<file path="config.mk">
export PLATFORM = sky130hd
export DESIGN_NAME = traffic_light_controller_multi_flat
export DESIGN_NICKNAME = d
export VERILOG_FILES = /design/src/rtl/traffic_light_controller_multi_if.sv /design/src/rtl/traffic_light_controller_multi.sv /design/src/flat_wrapper.sv
export SDC_FILE = /design/constraint.sdc
export NUM_CORES = 1
export LEC_CHECK = 0
export CAP_MARGIN = 40
export CORE_MARGIN = 2
export CORE_UTILIZATION = 55
export DETAILED_ROUTE_END_ITERATION = 8
export GPL_TIMING_DRIVEN = 0
export PLACE_DENSITY = 0.83
export SYNTH_ARGS = -nofsm -noshare
export SYNTH_HDL_FRONTEND = slang
export SYNTH_SLANG_ARGS = --single-unit
</file>
<file path="constraint.sdc">
create_clock -name clk -period 5.7 [get_ports clk]
set_input_delay 1.14 -clock clk [delete_from_list [all_inputs] [get_ports clk]]
set_output_delay 1.14 -clock clk [all_outputs]
set_load 0.05 [all_outputs]
</file>
<file path="src/rtl/traffic_light_controller_multi_if.sv">
// -----------------------------------------------------------------------------
// traffic_light_controller_multi_if
// Bundles the signals between the intersection sequencer and its neighbours.
// The `slave` modport belongs to the sequencer. The `master` modport belongs to
// the side that drives detector demand and reads the lamps.
//   demand      per-approach vehicle detect (level or 1-cycle pulse)
//   g_light     green lamp per approach
//   o_light     amber lamp per approach
//   r_light     red lamp per approach
//   active_dir  approach currently served
//   phase       0=GREEN 1=AMBER 2=ALL_RED
//   emerg_req   preemption request, level       (EMERG_PREEMPT_EN only)
//   emerg_dir   approach to preempt to          (EMERG_PREEMPT_EN only)
// Optional feature macro: EMERG_PREEMPT_EN
// -----------------------------------------------------------------------------
interface traffic_light_controller_multi_if #(
  parameter int N_DIR = 4,
  parameter int DIR_W = (N_DIR > 1) ? $clog2(N_DIR) : 1
);
  logic [N_DIR-1:0] demand;
  logic [N_DIR-1:0] g_light;
  logic [N_DIR-1:0] o_light;
  logic [N_DIR-1:0] r_light;
  logic [DIR_W-1:0] active_dir;
  logic [1:0]       phase;
`ifdef EMERG_PREEMPT_EN
  logic             emerg_req;
  logic [DIR_W-1:0] emerg_dir;

  modport master (output demand, emerg_req, emerg_dir,
                  input  g_light, o_light, r_light, active_dir, phase);
  modport slave  (input  demand, emerg_req, emerg_dir,
                  output g_light, o_light, r_light, active_dir, phase);
`else
  modport master (output demand,
                  input  g_light, o_light, r_light, active_dir, phase);
  modport slave  (input  demand,
                  output g_light, o_light, r_light, active_dir, phase);
`endif
endinterface

</file>
<file path="src/rtl/traffic_light_controller_multi.sv">
// -----------------------------------------------------------------------------
// traffic_light_controller_multi
// N-approach intersection sequencer. Exactly one approach is served at a time,
// and each turn runs GREEN -> AMBER -> ALL_RED. Vehicle demand is latched per
// approach. Approaches without latched demand are skipped. When no other
// approach is waiting, the sequencer rests on green.
// Ports:
//   clk    rising-edge clock
//   rst_n  asynchronous active-low reset (released synchronously upstream)
//   tl     traffic_light_controller_multi_if.slave
//          (demand in, lamp vectors / active_dir / phase out)
// Optional feature macro: EMERG_PREEMPT_EN adds emergency preemption through
// tl.emerg_req / tl.emerg_dir.
// -----------------------------------------------------------------------------
module traffic_light_controller_multi #(
  parameter int N_DIR  = 4,
  parameter int TMR_W  = 10,
  parameter int G_TIME = 20,
  parameter int A_TIME = 5,
  parameter int R_TIME = 2
) (
  input logic                            clk,
  input logic                            rst_n,
  traffic_light_controller_multi_if.slave tl
);
  localparam int DIR_W = (N_DIR > 1) ? $clog2(N_DIR) : 1;

  typedef enum logic [1:0] {
    PH_GREEN  = 2'd0,
    PH_AMBER  = 2'd1,
    PH_ALLRED = 2'd2
  } phase_e;

  localparam logic [TMR_W-1:0] G_LOAD = TMR_W'(G_TIME - 1);
  localparam logic [TMR_W-1:0] A_LOAD = TMR_W'(A_TIME - 1);
  localparam logic [TMR_W-1:0] R_LOAD = TMR_W'(R_TIME - 1);

  phase_e           phase_q, phase_d;
  logic [DIR_W-1:0] dir_q, dir_d;
  logic [DIR_W-1:0] next_q, next_d;
  logic [TMR_W-1:0] timer_q, timer_d;
  logic [N_DIR-1:0] pend_q, pend_d;

  logic [N_DIR-2:0] pend_rot;
  logic             rr_hit;
  logic [DIR_W-1:0] rr_dir;

  // (d + k) mod N_DIR without a divider; the inputs never exceed 2*N_DIR-2.
  function automatic logic [DIR_W-1:0] wrap_add(logic [DIR_W-1:0] d, int k);
    logic [DIR_W:0] s;
    s = (DIR_W+1)'(d) + (DIR_W+1)'(k);
    if (s >= (DIR_W+1)'(N_DIR)) s = s - (DIR_W+1)'(N_DIR);
    return s[DIR_W-1:0];
  endfunction

  // Rotate the pending vector so that bit k-1 is approach active_dir+k.
  // Scanning k downward lets the nearest waiting approach win.
  always_comb begin
    pend_rot = (N_DIR-1)'({pend_q, pend_q} >> ((DIR_W+1)'(dir_q) + (DIR_W+1)'(1)));
    rr_hit   = 1'b0;
    rr_dir   = dir_q;
    for (int k = N_DIR - 1; k >= 1; k--) begin
      if (pend_rot[k-1]) begin
        rr_hit = 1'b1;
        rr_dir = wrap_add(dir_q, k);
      end
    end
  end

  always_comb begin
    phase_d = phase_q;
    dir_d   = dir_q;
    next_d  = next_q;
    timer_d = timer_q - TMR_W'(1);
    pend_d  = pend_q | tl.demand;
    // The approach on green is being served, so its detector is ignored.
    if (phase_q == PH_GREEN) pend_d[dir_q] = 1'b0;

    case (phase_q)
      PH_GREEN: begin
        if (timer_q == '0) begin
          if (rr_hit) begin
            phase_d = PH_AMBER;
            next_d  = rr_dir;
            timer_d = A_LOAD;
          end else begin
            timer_d = G_LOAD;
          end
        end
      end
      PH_AMBER: begin
        if (timer_q == '0) begin
          phase_d = PH_ALLRED;
          timer_d = R_LOAD;
        end
      end
      PH_ALLRED: begin
        if (timer_q == '0) begin
          phase_d        = PH_GREEN;
          dir_d          = next_q;
          timer_d        = G_LOAD;
          pend_d[next_q] = 1'b0;
        end
      end
      default: begin
        phase_d = PH_GREEN;
        timer_d = G_LOAD;
      end
    endcase

`ifdef EMERG_PREEMPT_EN
    // Preemption overrides the normal GREEN decision. AMBER and ALL_RED keep
    // their timing, and only the target approach is redirected.
    if (tl.emerg_req) begin
      if (phase_q == PH_GREEN) begin
        if (tl.emerg_dir == dir_q) begin
          phase_d = PH_GREEN;
          next_d  = next_q;
          timer_d = G_LOAD;
        end else begin
          phase_d = PH_AMBER;
          next_d  = tl.emerg_dir;
          timer_d = A_LOAD;
        end
      end else begin
        next_d = tl.emerg_dir;
      end
    end
`endif
  end

  always_ff @(posedge clk or negedge rst_n) begin
    if (!rst_n) begin
      phase_q <= PH_GREEN;
      dir_q   <= '0;
      next_q  <= '0;
      timer_q <= G_LOAD;
      pend_q  <= '0;
    end else begin
      phase_q <= phase_d;
      dir_q   <= dir_d;
      next_q  <= next_d;
      timer_q <= timer_d;
      pend_q  <= pend_d;
    end
  end

  // Lamps are a pure decode of registered state. Only the active approach can
  // be non-red, so two greens are impossible by construction.
  assign tl.g_light    = (phase_q == PH_GREEN) ? (N_DIR'(1) << dir_q) : '0;
  assign tl.o_light    = (phase_q == PH_AMBER) ? (N_DIR'(1) << dir_q) : '0;
  assign tl.r_light    = ~(tl.g_light | tl.o_light);
  assign tl.active_dir = dir_q;
  assign tl.phase      = phase_q;

endmodule

</file>
<file path="src/flat_wrapper.sv">
// flat-port wrapper written by rule: the top's interface ports become plain ports
module traffic_light_controller_multi_flat 
#(
  parameter int N_DIR  = 4,
  parameter int TMR_W  = 10,
  parameter int G_TIME = 20,
  parameter int A_TIME = 5,
  parameter int R_TIME = 2
)
  (clk, rst_n, tl_demand, tl_g_light, tl_o_light, tl_r_light, tl_active_dir, tl_phase);
  traffic_light_controller_multi_if #(.N_DIR(N_DIR)) tl_i ();
  input logic clk;
  input logic rst_n;
  input wire logic [$bits(tl_i.demand)-1:0] tl_demand;
  output wire logic [$bits(tl_i.g_light)-1:0] tl_g_light;
  output wire logic [$bits(tl_i.o_light)-1:0] tl_o_light;
  output wire logic [$bits(tl_i.r_light)-1:0] tl_r_light;
  output wire logic [$bits(tl_i.active_dir)-1:0] tl_active_dir;
  output wire logic [$bits(tl_i.phase)-1:0] tl_phase;
  assign tl_i.demand = tl_demand;
  assign tl_g_light = tl_i.g_light;
  assign tl_o_light = tl_i.o_light;
  assign tl_r_light = tl_i.r_light;
  assign tl_active_dir = tl_i.active_dir;
  assign tl_phase = tl_i.phase;
  traffic_light_controller_multi #(.N_DIR(N_DIR), .TMR_W(TMR_W), .G_TIME(G_TIME), .A_TIME(A_TIME), .R_TIME(R_TIME)) u_core (.clk(clk), .rst_n(rst_n), .tl(tl_i));
endmodule
</file>
==> results.toml, run 1 <==
[status]
status = "finished clean"

[worst_setup_path]
cp-end-kind = "output port"
setup.worst_path.start_class = "flop"
required_ps = 4560
slowest_delay_ps = 700
critPathArrivalTime_ps = 2400
slowest_stage = "clkdlybuf4s50_1"
crit_chain = "clkbuf_1, inv_1, ha_1, and2_1, clkdlybuf4s50_1"
path_class = "flop to output port"
worst-path-max-fanout = 10

[global_route]
grt_max_degree = 15
grt_pass1_wl_um = 5060
grt_pass1_vias = 1120
grt-ovfl-total = 0
grt_usage_pct = 25.8
antenna_found_initial = 0

[detailed_routing]
wl_per_cell_um = 15.4
vias = 1082
drt-total-wl_um = 2900
antenna_left = 0
drc = 0
viasPerCell = 5.76
first_pass_iters = 4
first_iter_violations = 40

[timing]
worstMarginPinSlew_ps = 509
finClkSkew_ps = 6.77
rsz0062_at_grt = "false"
hold_viol = 0
fin_crit_ps = 3540
slew_viol_final = 0
layout_setup_ws_ps = 2160
max_freq_mhz = 282
relSlewSlack_pct = 66.0
fin_crit_sh_pct = 62.2
setup_viol = 0
tns_ps = 0

[placement]
gp_congestion = 0.877
dp_hpwl_um = 2260
io_buffers = 21
dp_slack_ps = 2510

[power]
ir_drop_mv = 0.351
power.density_mw_per_mm2 = 390
p_sw_mw = 0.257
switching_share_pct = 43.2
power.leakage_nw = 0.639
p_seq_share_pct = 44.7
p_int_mw = 0.337
pwr-share-comb_pct = 43.5
clkPwrFrac_pct = 11.8

[final_layout]
fillers = 181
diodes = 0
final_core_util_pct = 70.2
multiInputGateArea_sq_um = 662
layout.nets = 172
seq_area_sq_um = 504
area.growth.synth_to_final_pct = 23.2
drive_gt1_share_pct = 8.75

[yosys]
yosysSeqAreaShare_pct = 40.8
synth_area_sq_mm = 0.00124
synth_top_area_cell = "dfrtp_1"
synth.distinct_cells = 39
ys_seq_elements = 20
synth_edf_count = 0
synth.net_count = 145
async_flop_share_pct = 100
synth_top_area_share_pct = 34.4
syn_area_per_cell_sq_um = 9.23
ys.flop_type = "dfrtp_1"
yosysWarnings = 0
synthTopCellsByArea = "dfrtp_1 (34%), nor2_1 (7.0%), dfstp_2 (6.4%)"
syn-instance-count = 134

[clocking]
cts-root-buf = "clkbuf_4"
clk_pin_slew_ps = 110
cts_buffer_depth = 2
cts_setup_buffers = 0
h-tree-depth = 1
cts_hold_buffers = 0
ctsResizeCount = 0
insertion_delay_ps = 300
clock-sinks = 20
cts_tree = "built"
cts_buffers = 3

[floorplanning]
core-area_sq_mm = 0.00217
io_pins = 22
initial_core_util_pct = 57.0
fp.dieH_um = 51.4
dieWidth_um = 51.4
fp-row-count = 17
dieArea_sq_mm = 0.00264

[run]
maxCapViolations = 0

[worst_hold_path]
hold_path.class = "flop to flop"
## final cells by class
class	count	area share [%]
tap	28	2.30
timing repair buffer	22	14.8
buffer	7	2.63
inverter	8	1.97
sequential	20	33.1
multi-input combinational	99	43.5
clock buffer	4	1.73
## registers in the layout, summed over array words and instances (netlist names)
signal	count
u_core.timer_q	10
u_core.pend_q	4
u_core.next_q	2
u_core.tl.active_dir	2
u_core.tl.phase	2
## power groups by stage
stage                     clock network (mW)  registers (mW)  logic [mW]
final                                 0.0700           0.266       0.259
after global routing                  0.0777           0.274       0.284
after CTS                             0.0724           0.263       0.259
after detailed placement                   0           0.266       0.258
after global placement                     0           0.260       0.241
after floorplan                            0           0.263       0.177
## logic make-up (layout without fill, tap and decap cells)
family	after synthesis	in the layout	share of synthesized area (%)
AND/OR/NAND/NOR	58	58	24.5
AO/OA/AOI/OAI	25	25	15.0
flip-flops	20	20	40.8
buffers and inverters	15	41	5.67
XOR/XNOR	7	7	4.96
adder cells (fa/ha/maj)	5	5	5.06
multiplexers	4	4	4.05
## cells in the final DEF, fill, tap and decap left out, types with 2 or more instances in the layout
master,synthesis,final
nor2_1,23,23
clkdlybuf4s50_1,0,21
dfrtp_1,17,17
nand2_1,9,9
inv_1,8,8
and2_1,7,7
xnor2_1,5,5
ha_1,5,5
clkbuf_1,3,4
nor3_1,4,4
a221oi_1,4,4
nand2b_1,4,4
a21oi_1,3,3
a211oi_1,3,3
o21ai_0,3,3
clkbuf_4,0,3
dfstp_2,3,3
buf_2,2,2
a21o_1,2,2
nor4b_1,2,2
and3_1,2,2
mux2i_1,2,2
xor2_1,2,2
a311oi_1,2,2
o221ai_1,2,2
mux2_4,2,2
## final timing paths
kind,depth (start not counted),startpoint,end,slack [ps]
worst max-delay path,5,u_core.tl.active_dir[1],tl_g_light[0],2160
worst min-delay path,2,u_core.timer_q[8],u_core.timer_q[8],570
worst max register to register,8,u_core.timer_q[0],u_core.next_q[1],3350
worst min register to register,2,u_core.timer_q[8],u_core.timer_q[8],570
max in group asynchronous,2,rst_n,u_core.timer_q[4],4110
min in group asynchronous,1,rst_n,u_core.timer_q[3],1100
## synthesized netlist by cell type, types with 3 or more instances
cell type / count
o21ai_0: 3
inv_1: 8
nor3_1: 4
a211oi_1: 3
nand2b_1: 4
nand2_1: 9
ha_1: 5
dfrtp_1: 17
a221oi_1: 4
xnor2_1: 5
and2_1: 7
dfstp_2: 3
nor2_1: 23
a21oi_1: 3
clkbuf_1: 3
## per-stage QoR
step	hold slack [ps]	total power [mW]	instances	instance area (sq um)
6_report	571	0.594	188	1520
5_1_grt	616	0.636	188	1520
4_1_cts	565	0.594	188	1520
3_5_place_dp	548	0.524	184	1500
3_3_place_gp	516	0.500	183	1480
2_1_floorplan	491	0.440	134	1240
## metal layers
layer  global-route usage, %  wire length [um]  up-vias
met2                    44.4              1450       37
met3                    2.92               114        6
met4                    7.02                41        0
met1                    34.3              1290      518
li1                        -                 -      521
met5                       0                 0        -
## critical path, delay by kind of cell (launching register included)
kind / cells / cell delay [ps]
flops: 1 / 490
fa+ha+maj: 1 / 240
simple gates: 1 / 180
buf+inv: 3 / 1180
Power figures use the tool's default switching activity.
==> inputs of run 2 (changes only) <==
Settings changed: CORE_UTILIZATION 55 to 51, PLACE_DENSITY 0.83 to 0.78.
Clock period 5.7 ns to 3.7 ns, I/O delays scaled along.
==> run 2 against run 1 <==
Effect of this change: register-to-register slack worse by 2000 ps; via count down 2.5%; power increased by 55%; flip-flop and latch count unchanged; non-clock buffer count unchanged; sequential power up 52%; highest routed layer unchanged.
==> results.toml, run 2 (same netlist as run 1, synthesis figures left out) <==
[global_route]
grt_pass1_vias = 1040
antenna_found_initial = 0
grt_pass1_wl_um = 4750
grt_max_degree = 12
grt_usage_pct = 23.5
grt-ovfl-total = 0

[final_layout]
stdcell_count = 188
layout.nets = 172
diodes = 0
drive_gt1_share_pct = 9.38
largest-register = "u_core.timer_q"
area.growth.synth_to_final_pct = 23.7
final_cell_mix = "nor2_1 (23), clkdlybuf4s50_1 (21), dfrtp_1 (17)"
reg_top3 = "u_core.timer_q: 10 flops, u_core.pend_q: 4 flops"
layout_commonest_cell = "nor2_1"
largest_reg_flops = 10

[detailed_routing]
viasPerCell = 5.61
drt-total-wl_um = 2740
antenna_left = 0
first_pass_iters = 4
vias = 1055
drc = 0
first_iter_violations = 25
wl_per_cell_um = 14.6

[clocking]
cts-root-buf = "clkbuf_4"
cts_setup_buffers = 0
clk_pin_slew_ps = 120
clock-sinks = 20
cts_tree = "built"
ctsResizeCount = 0
cts_hold_buffers = 0
insertion_delay_ps = 310
cts_buffers = 3
cts_buffer_depth = 2
h-tree-depth = 1

[power]
power.leakage_nw = 0.644
power.density_mw_per_mm2 = 603
ir_drop_mv = 0.528

[timing]
finClkSkew_ps = 6.43
worstMarginPinSlew_ps = 518
setup_viol = 0
max_freq_mhz = 313
tns_ps = 0
rsz0062_at_grt = "false"
slew_viol_final = 0
fin_crit_ps = 3200
layout_setup_ws_ps = 502
hold_viol = 0
fin_crit_sh_pct = 86.4
relSlewSlack_pct = 65.4

[worst_setup_path]
worst-path-max-fanout = 10
worstRegToRegCells = 8
path_class = "flop to output port"
cp-end-kind = "output port"
r2r_start = "u_core.timer_q[0]"
setup.worst_path.start_class = "flop"
r2r_slack_ps = 1370
r2r_end = "u_core.next_q[1]"
critPathCapture = "tl_g_light[1]"
crit_start = "u_core.tl.active_dir[1]"
required_ps = 2960
critPathArrivalTime_ps = 2460

[floorplanning]
io_pins = 22
fp.dieH_um = 53.2
fp-row-count = 17
core-area_sq_mm = 0.00225
dieArea_sq_mm = 0.00283
initial_core_util_pct = 54.8
dieWidth_um = 53.2

[placement]
dp_cells = 184
io_buffers = 21
gp_congestion = 0.845
dp_hpwl_um = 2090
dp_slack_ps = 885

[run]
maxCapViolations = 0

[status]
status = "finished clean"

[worst_hold_path]
hold_path.class = "flop to flop"
-- run 2: routing by layer --
layer	up-vias	global-route usage, %	share of wire (%)
met2	28	36.8	48
met5	-	0	0
met3	4	2.82	3.0
met4	0	10.3	1.3
li1	521	-	-
met1	502	32.4	48
-- run 2: per-stage QoR --
stage	power [mW]	area [sq um]	util [%]	hold WS (ps)
2_1_floorplan	0.677	1240	-	444
3_3_place_gp	0.774	1480	65.7	522
3_5_place_dp	0.792	1490	66.2	530
4_1_cts	0.925	1530	67.8	557
5_1_grt	0.994	1530	67.8	599
6_report	0.922	1530	67.8	560
-- run 2: report_power, final --
group / switching, mW / internal [mW] / total [mW]
registers: 0.0934 / 0.310 / 0.403
logic: 0.221 / 0.167 / 0.388
clock network: 0.0712 / 0.0602 / 0.131
-- run 2: area by class of cell --
type	count	area, sq um
repair buffers	22	221
plain buffers	7	40.0
fillers	185	726
flip-flops and latches	20	504
multi-input cells	99	662
well taps	28	35.0
clock buffers	4	36.3
inverters	8	30.0
-- run 2: worst min path at each step --
stage | startpoint | end | depth (start not counted)
4_1_cts | u_core.timer_q[0] | u_core.timer_q[0] | 1
3_3_place_gp | u_core.timer_q[8] | u_core.timer_q[8] | 2
6_report | u_core.timer_q[0] | u_core.timer_q[0] | 1
2_1_floorplan | rst_n | u_core.next_q[0] | 0
5_1_grt | u_core.timer_q[0] | u_core.timer_q[0] | 1
3_5_place_dp | u_core.timer_q[0] | u_core.timer_q[0] | 1
-- run 2: critical path: stages, from the launching register on --
cell,delay (ps)
dfrtp_1,520
clkbuf_1,340
inv_1,150
ha_1,230
and2_1,180
clkdlybuf4s50_1,720
==> inputs of run 3 (changes only) <==
Settings changed: CORE_UTILIZATION 51 to 55, PLACE_DENSITY 0.78 to 0.83.
Clock period 3.7 ns to 3.71 ns, I/O delays scaled along.
==> results of run 3 <==
The final DEF is identical to that of run 1. Status: finished clean.
Among the figures that moved: setup slack after placement 2510 ps -> 922 ps; setup slack after layout 2160 ps -> 563 ps; register-to-register setup slack 3350 ps -> 1360 ps; total power 0.594 mW -> 0.913 mW; worst IR drop on VDD 0.351 mV -> 0.539 mV
